### src/rtl/noc_pkg.sv
// Shared NoC constants: flit width and the destination-address field location.
package noc_pkg;
    localparam int NOC_DWIDTH   = 16;
    localparam int NOC_ADDR_W   = 6;
    localparam int NOC_DEST_MSB = NOC_DWIDTH - 1;
    localparam int NOC_DEST_LSB = NOC_DWIDTH - NOC_ADDR_W;
    localparam int NOC_DROP_W   = 8;
endpackage

### src/rtl/sync_fifo.sv
// Single-clock FIFO storage and pointers; push/pop legality is enforced by the caller.
module sync_fifo
    import noc_pkg::*;
#(
    parameter int DWIDTH = NOC_DWIDTH,
    parameter int DEPTH  = 8
) (
    input  logic                     clk,
    input  logic                     reset,
    input  logic                     push_i,
    input  logic                     pop_i,
    input  logic [DWIDTH-1:0]        wdata_i,
    output logic [DWIDTH-1:0]        rdata_o,
    output logic [$clog2(DEPTH):0]   count_o,
    output logic                     full_o,
    output logic                     empty_o
);
    localparam int PTR_W = $clog2(DEPTH);

    logic [DWIDTH-1:0] mem_q [DEPTH];
    logic [PTR_W-1:0]  wr_ptr_q, wr_ptr_d;
    logic [PTR_W-1:0]  rd_ptr_q, rd_ptr_d;
    logic [PTR_W:0]    count_q, count_d;

    always_comb begin
        wr_ptr_d = push_i ? wr_ptr_q + 1'b1 : wr_ptr_q;
        rd_ptr_d = pop_i  ? rd_ptr_q + 1'b1 : rd_ptr_q;
        count_d  = count_q;
        case ({push_i, pop_i})
            2'b10:   count_d = count_q + 1'b1;
            2'b01:   count_d = count_q - 1'b1;
            default: count_d = count_q;
        endcase
    end

    always_ff @(posedge clk or posedge reset) begin
        if (reset) begin
            wr_ptr_q <= '0;
            rd_ptr_q <= '0;
            count_q  <= '0;
        end else begin
            wr_ptr_q <= wr_ptr_d;
            rd_ptr_q <= rd_ptr_d;
            count_q  <= count_d;
        end
    end

    // Storage is deliberately left unreset; the pointers alone define validity.
    always_ff @(posedge clk) begin
        if (push_i) mem_q[wr_ptr_q] <= wdata_i;
    end

    assign rdata_o = mem_q[rd_ptr_q];
    assign count_o = count_q;
    assign full_o  = (count_q == DEPTH[PTR_W:0]);
    assign empty_o = (count_q == '0);
endmodule

### src/rtl/spine_link_buffer.sv
// Inter-router spine link: FIFO plus registered output stage, link gating and drop counter.
module spine_link_buffer
    import noc_pkg::*;
#(
    parameter int DWIDTH = NOC_DWIDTH,
    parameter int DEPTH  = 8,
    parameter int ADDR_W = NOC_ADDR_W
) (
    input  logic                     clk,
    input  logic                     reset,
    input  logic                     link_enable,
    input  logic [DWIDTH-1:0]        in_data,
    input  logic                     in_valid,
    output logic [DWIDTH-1:0]        out_data,
    output logic                     out_valid,
    output logic [ADDR_W-1:0]        out_dest_addr,
    input  logic                     out_ready,
    output logic                     fifo_full,
    output logic                     fifo_empty,
    output logic [$clog2(DEPTH):0]   occupancy,
    output logic [NOC_DROP_W-1:0]    drop_count
);
    logic [DWIDTH-1:0]     out_data_q, out_data_d;
    logic                  out_valid_q, out_valid_d;
    logic [NOC_DROP_W-1:0] drop_count_q, drop_count_d;
    logic [DWIDTH-1:0]     head_data;
    logic                  out_free, push, pop, drop;

    sync_fifo #(
        .DWIDTH (DWIDTH),
        .DEPTH  (DEPTH)
    ) u_fifo (
        .clk     (clk),
        .reset   (reset),
        .push_i  (push),
        .pop_i   (pop),
        .wdata_i (in_data),
        .rdata_o (head_data),
        .count_o (occupancy),
        .full_o  (fifo_full),
        .empty_o (fifo_empty)
    );

    // A full FIFO still accepts a flit when the head leaves in the same cycle.
    always_comb begin
        out_free     = !out_valid_q || (out_ready && link_enable);
        pop          = !fifo_empty && link_enable && out_free;
        push         = in_valid && (!fifo_full || pop);
        drop         = in_valid && fifo_full && !pop;
        out_valid_d  = out_valid_q;
        out_data_d   = out_data_q;
        drop_count_d = drop_count_q;
        if (pop) begin
            out_valid_d = 1'b1;
            out_data_d  = head_data;
        end else if (out_free) begin
            out_valid_d = 1'b0;
        end
        if (drop && (drop_count_q != '1)) drop_count_d = drop_count_q + 1'b1;
    end

    always_ff @(posedge clk or posedge reset) begin
        if (reset) begin
            out_data_q   <= '0;
            out_valid_q  <= 1'b0;
            drop_count_q <= '0;
        end else begin
            out_data_q   <= out_data_d;
            out_valid_q  <= out_valid_d;
            drop_count_q <= drop_count_d;
        end
    end

    assign out_data      = out_data_q;
    assign out_valid     = out_valid_q;
    assign out_dest_addr = out_data_q[DWIDTH-1:DWIDTH-ADDR_W];
    assign drop_count    = drop_count_q;
endmodule

### config.mk
export PLATFORM = sky130hd
export DESIGN_NAME = spine_link_buffer
export DESIGN_NICKNAME = d
export VERILOG_FILES = /design/src/rtl/noc_pkg.sv /design/src/rtl/sync_fifo.sv /design/src/rtl/spine_link_buffer.sv
export SDC_FILE = /design/constraint.sdc
export NUM_CORES = 1
export LEC_CHECK = 0
export ABC_AREA = 1
export BUFFER_PORTS_ARGS = -buffer_cell sky130_fd_sc_hd__buf_2
export CAP_MARGIN = 20
export CORE_MARGIN = 1.5
export CORE_UTILIZATION = 35
export CTS_CLUSTER_SIZE = 8
export DETAILED_ROUTE_END_ITERATION = 6
export PLACE_DENSITY = 0.6
export SYNTH_ARGS = -nofsm -noshare
export SYNTH_HDL_FRONTEND = slang
export SYNTH_SLANG_ARGS = --single-unit
### constraint.sdc
create_clock -name clk -period 6.9 [get_ports clk]
set_clock_uncertainty 0.15 [all_clocks]
set_input_delay 1.035 -clock clk [delete_from_list [all_inputs] [get_ports clk]]
set_output_delay 1.035 -clock clk [all_outputs]
set_load 0.1 [all_outputs]
* Word level (Yosys, flattened, before mapping)
Memory sizes are Yosys's and may differ from the RTL's. A register that Yosys moved wholly into a read port is not among the register bits.
Index checks and enable logic that the tools add are counted.
** Word-level totals
- Memory bits (read-only) :: 0
- Flip-flop bits (word level) :: 19
- Bits in writable memories :: 128
- Latch bits :: 0
- Memories kept :: 1
** Operators by class
- $mul :: 0
- Div/mod/pow operators :: 0
- Order comparisons :: 0
- Reductions and logical operators :: 16
- Mux-type cells :: 5
- Add/sub/neg operators :: 5
- Shifts and indexed selects :: 0
- Bitwise operators :: 0
- Equality and inequality tests :: 4
** Memory list
- u_fifo.mem_q :: depth 8, width 16, rd ports 1, clocked after Yosys merged registers in 1, wr ports 1, RTL line sync_fifo.sv:20 : logic [DWIDTH-1:0] mem_q [DEPTH];
** Operators with widths (number)
- 8-bit by 1-bit adder with 8-bit output, second input constant :: 1
- 8-bit != test, second input constant :: 1
- 4-bit one-hot mux with 2 select lines :: 1
- 1-bit logical AND :: 7
- 3-bit by 1-bit adder with 3-bit output, second input constant :: 2
- 4-bit by 1-bit adder with 4-bit output, second input constant :: 1
- 4-bit equality test, second input constant :: 1
- 1-bit logical NOT :: 4
- 4-bit logical NOT :: 1
- 1-bit 2-to-1 mux :: 4
- 2-bit nonzero test :: 2
- 4-bit by 1-bit subtractor with 4-bit output, second input constant :: 1
- 2-bit by 1-bit equality test with 1-bit output, second input constant :: 1
- 2-bit equality test, second input constant :: 1
- 1-bit logical OR :: 2

* Logic depth before layout (Yosys ltp)
- Depth in word-level cells :: 8
- Depth in mapped cells :: 11
- Mapped depth without buffers :: 11

* Hierarchy
Synthesis repeated with hierarchy kept, for this count alone.
** Second synthesis, totals
- Cells, all modules :: 626
- Area total of the unflattened synthesis :: 6866.6 µm²
** By module, submodules not included
- sync_fifo :: times used 1, cells each 471, area each 5619.1 µm²
- spine_link_buffer :: times used 1, cells each 155, area each 1247.4 µm²

* Worst setup path before layout
No wires, ideal clock.
- Path kind :: input -> register
- Start point :: in out_ready
- End point :: mem u_fifo.mem_q[0][0] (netlist name), enable pin
- Setup time :: 388 ps
- Data arrival time :: 2530 ps
- Setup slack :: 3831 ps
- Cell stages on the path :: 7
- Path through :: inv_1 a21oi_4 nor2_4 nor2_2 inv_1 or2_1 nor2_1
** Between the ends
- Longest elaborated chain between the ends :: 7
** RTL lines
- start, declared :: RTL line spine_link_buffer.sv:17 : input logic out_ready,
- 1-bit logical AND :: RTL line spine_link_buffer.sv:46 : out_free = !out_valid_q || (out_ready && link_enable);
- 1-bit logical OR :: RTL line spine_link_buffer.sv:46
- 1-bit logical AND :: RTL line spine_link_buffer.sv:47 : pop = !fifo_empty && link_enable && out_free;
- 1-bit logical OR :: RTL line spine_link_buffer.sv:48 : push = in_valid && (!fifo_full || pop);
- 1-bit logical AND :: RTL line spine_link_buffer.sv:48
- 1-bit 2-to-1 mux :: RTL line sync_fifo.sv:50 : if (push_i) mem_q[wr_ptr_q] <= wdata_i;
- 1-bit 2-to-1 mux (implied by the code) :: RTL line sync_fifo.sv:50
- end, declared :: RTL line sync_fifo.sv:20
Every way passes these cells.

==> impl_metrics.tcl <==
set metrics [dict create \
    totalPowerFinal_mw 3.76 \
    num_vias 4203 \
    critical_path.max_stage_delay_ns 1.09 \
    synth_top_cell_area_share_pct 58.9 \
    min_period_over_period_pct 44.2 \
    tritoncts "built" \
    timing.critical_path.from_type "flip-flop" \
    netlist_top_cells_area "edfxtp_1 59%, dfrtp_1 13%, o21ai_0 5.2%, nor2_1 4.4%, nand2_1 3.8%" \
    synthesis.yosys.warnings 0 \
    wire_length_of_the_first_global_routing_pass_um 21600 \
    tritoncts.num_buffers 17 \
    layout-drive-gt1-share_pct 18.7 \
    area.growth.synth_to_final_pct 16.3 \
    cts_num_sinks 163 \
    hpwl_um 8260 \
    design.final.nets 596 \
    max_slew.worst_pin.slew_ns 1.14 \
    critical_path_maximum_fanout 34 \
    count_of_cell_types_in_the_netlist 26 \
    ctsHtreeMaxLevel 4 \
    share_comb_of_total_power_pct 39.3 \
    post-place-ws_ns 3.68 \
    mappedNetlistArea_sq_um 6530 \
    clock_insertion_delay_worst_skew_ns 0.43 \
    io_pins 58 \
    pwr-share-seq_pct 36.1 \
    timing.critical_path.slowest_stage_cell "dfrtp_1" \
    pwr-share-clk_pct 24.5 \
    crit_path_cell_trace "inv_1, o21ai_0, o22ai_1, o211ai_1, nand2_1" \
    initial_utilization_pct 36.0 \
    gr-total-overflow 0 \
    global_route.usage.total_pct 14.8 \
    leading_cell_type_in_the_layout_fill_and_taps_excluded "edfxtp_1" \
    firstDrtPassIters 6 \
    placement.cell_area_sq_um 7020 \
    synth_seq_cells 163 \
    num_rows 49 \
    power_dens_cells_nw_per_um2 495 \
    setup_violations 0 \
    grt_start_max_net_pins 67 \
    smallest_setup_slack_after_layout_ns 3.85 \
    drt-vias-per-instance 5.17 \
    final_cell_area_excluding_filler_cells_sq_um 7600 \
    drtAntennaViolNets 0 \
    arrival_ns 3.20 \
    timing.fmax_mhz 328 \
    path_delay_family "flip-flops" \
    worst_ep_required_time_ns 7.05 \
    coreArea_sq_um 18100 \
    rsz0062_at_grt "false" \
    routed_wl_um 14000 \
    post_cts_buffers 0 \
    die_height_um 140 \
    critical_path.endpoint_type "flip-flop" \
    cts-resized-gates 0 \
    antenna_found_initial 0 \
    layout.cells.most_common_list "128 x edfxtp_1, 77 x nor2_1, 68 x o21ai_0, 66 x nand2_1, 57 x buf_2" \
    worstHoldPathType "flip-flop to flip-flop" \
    fin_hold_ws_ns 0.330 \
    clk_pin_slew_worst_paths_ns 0.06 \
    antenna-diode-count 0 \
    synth_seq_area_share_pct 72.3 \
    drc 12 \
    dieArea_sq_um 19500 \
    run_status "finished with violations" \
    chipWidth_um 140 \
    globalplace.congestion 0.786 \
    grt_pass1_vias 3944 \
    cellLeakagePower_nw 2.90 \
    cell_type_with_the_largest_total_area_after_synthesis "edfxtp_1" \
    cts_root_buf "clkbuf_16" \
    vdd_ir_drop_max_uv 184 \
    power.net_switching_mw 1.66 \
    avgRoutedWirePerCell_um 17.2 \
    timing.max_cap.violations 0 \
    cell_internal_pwr_mw 2.10 \
    finalCriticalPeriod_ns 3.05 \
    cp_num_buf_inv 1 \
    ctsLongestPathBuffers 2 \
    timing.setup.critical_path_class "flip-flop to flip-flop" \
    netSwitchingFraction_pct 44.2 \
    postSynthNetCount 542 \
    fin_tns_setup_ns 0 \
    avg_cell_area_syn_sq_um 12.6 \
    dr.first_iter.drc_count 377 \
    finalHoldViolCount 0 \
    worst_slew_margin_rel_pct 24.3 \
    hold_buffers 0 \
    final_max_slew_viol_count 0 \
    postSynthCellCount 517 \
    port_buffers 57 \
    violations_in_the_final_reports "design-rule violations" \
]
-- routing by layer --
layer | vias up | track usage (%) | part of all wire [%] | wire length, um
met5 | - | 0 | 0 | 0
met4 | 0 | 6.43 | 2.0 | 277
met3 | 23 | 3.54 | 5.4 | 759
met2 | 149 | 22.6 | 45 | 6350
met1 | 2068 | 20.3 | 47 | 6610
li1 | 1963 | - | - | -
-- power groups by stage --
stage	sequential (mW)	clock, mW	combinational [mW]
6_report	1.36	0.923	1.48
5_1_grt	1.38	0.977	1.58
3_3_place_gp	1.37	0	1.46
3_5_place_dp	1.38	0	1.48
4_1_cts	1.36	0.937	1.48
2_1_floorplan	1.81	0	0.748
-- worst min-delay path, delay by kind of cell (launching register included) --
kind / cells / cell delay, ns
simple gates: 2 / 0.10
flops: 1 / 0.34
-- worst paths after layout --
kind,startpoint,endpoint,slack (ns),cells after the start
worst max-delay path,u_fifo.rd_ptr_q[1],out_data[14],3.85,5
worst min-delay path,out_data[8],out_data[8],0.33,2
worst max register to register,u_fifo.rd_ptr_q[1],out_data[14],3.85,5
worst min register to register,out_data[8],out_data[8],0.33,2
max in group asynchronous,reset,u_fifo.count_o[0],5.74,3
min in group asynchronous,reset,u_fifo.rd_ptr_q[1],0.55,3
-- cells by family (layout without fill, tap and decap cells) --
kind of cell,after synthesis,in the layout,synth area share (%)
adders and majority gates,4,4,0.766
buffers and inverters,55,122,3.75
AOI/OAI and AO/OA,122,122,11.4
xor gates and xnor gates,11,11,1.48
DFF,163,163,72.3
and+or+nand+nor,162,162,10.3
-- layout make-up --
| class | count | area [sq um] |
|---|---|---|
| flip-flops and latches | 163 | 4720 |
| clock inverters | 12 | 139 |
| multi-input cells | 299 | 1570 |
| fillers | 1683 | 10500 |
| well taps | 229 | 287 |
| repair buffers | 68 | 368 |
| inverters | 22 | 82.6 |
| clock buffers | 20 | 437 |
-- cells in the mapped netlist --
cell type	instances
edfxtp_1	128
nor2_1	77
o21ai_0	68
nand2_1	66
dfrtp_1	35
inv_1	19
clkbuf_1	18
o211ai_1	16
o221ai_1	16
o22ai_1	16
buf_4	8
buf_2	7
nand3_1	7
xor2_1	7
a21oi_1	4
ha_1	4
nor2_2	4
xnor2_1	4
inv_2	3
nand3_2	2
nand4_1	2
nor2_4	2
a21oi_4	1
nand3_4	1
o21bai_1	1
or2_1	1
-- sequential cells by signal (all words and copies together) (netlist names) --
signal,cells
out_valid,1
u_fifo.wr_ptr_q,3
u_fifo.mem_q,128
u_fifo.rd_ptr_q,3
u_fifo.count_o,4
drop_count,8
out_data,16
-- through the flow --
step                      cells  util, %
after floorplan             517        -
after global placement      781     38.7
after detailed placement    781     38.7
after CTS                   813     41.9
after global routing        813     41.9
final                       813     41.9
No activity file was read; power rests on OpenSTA's default activity.
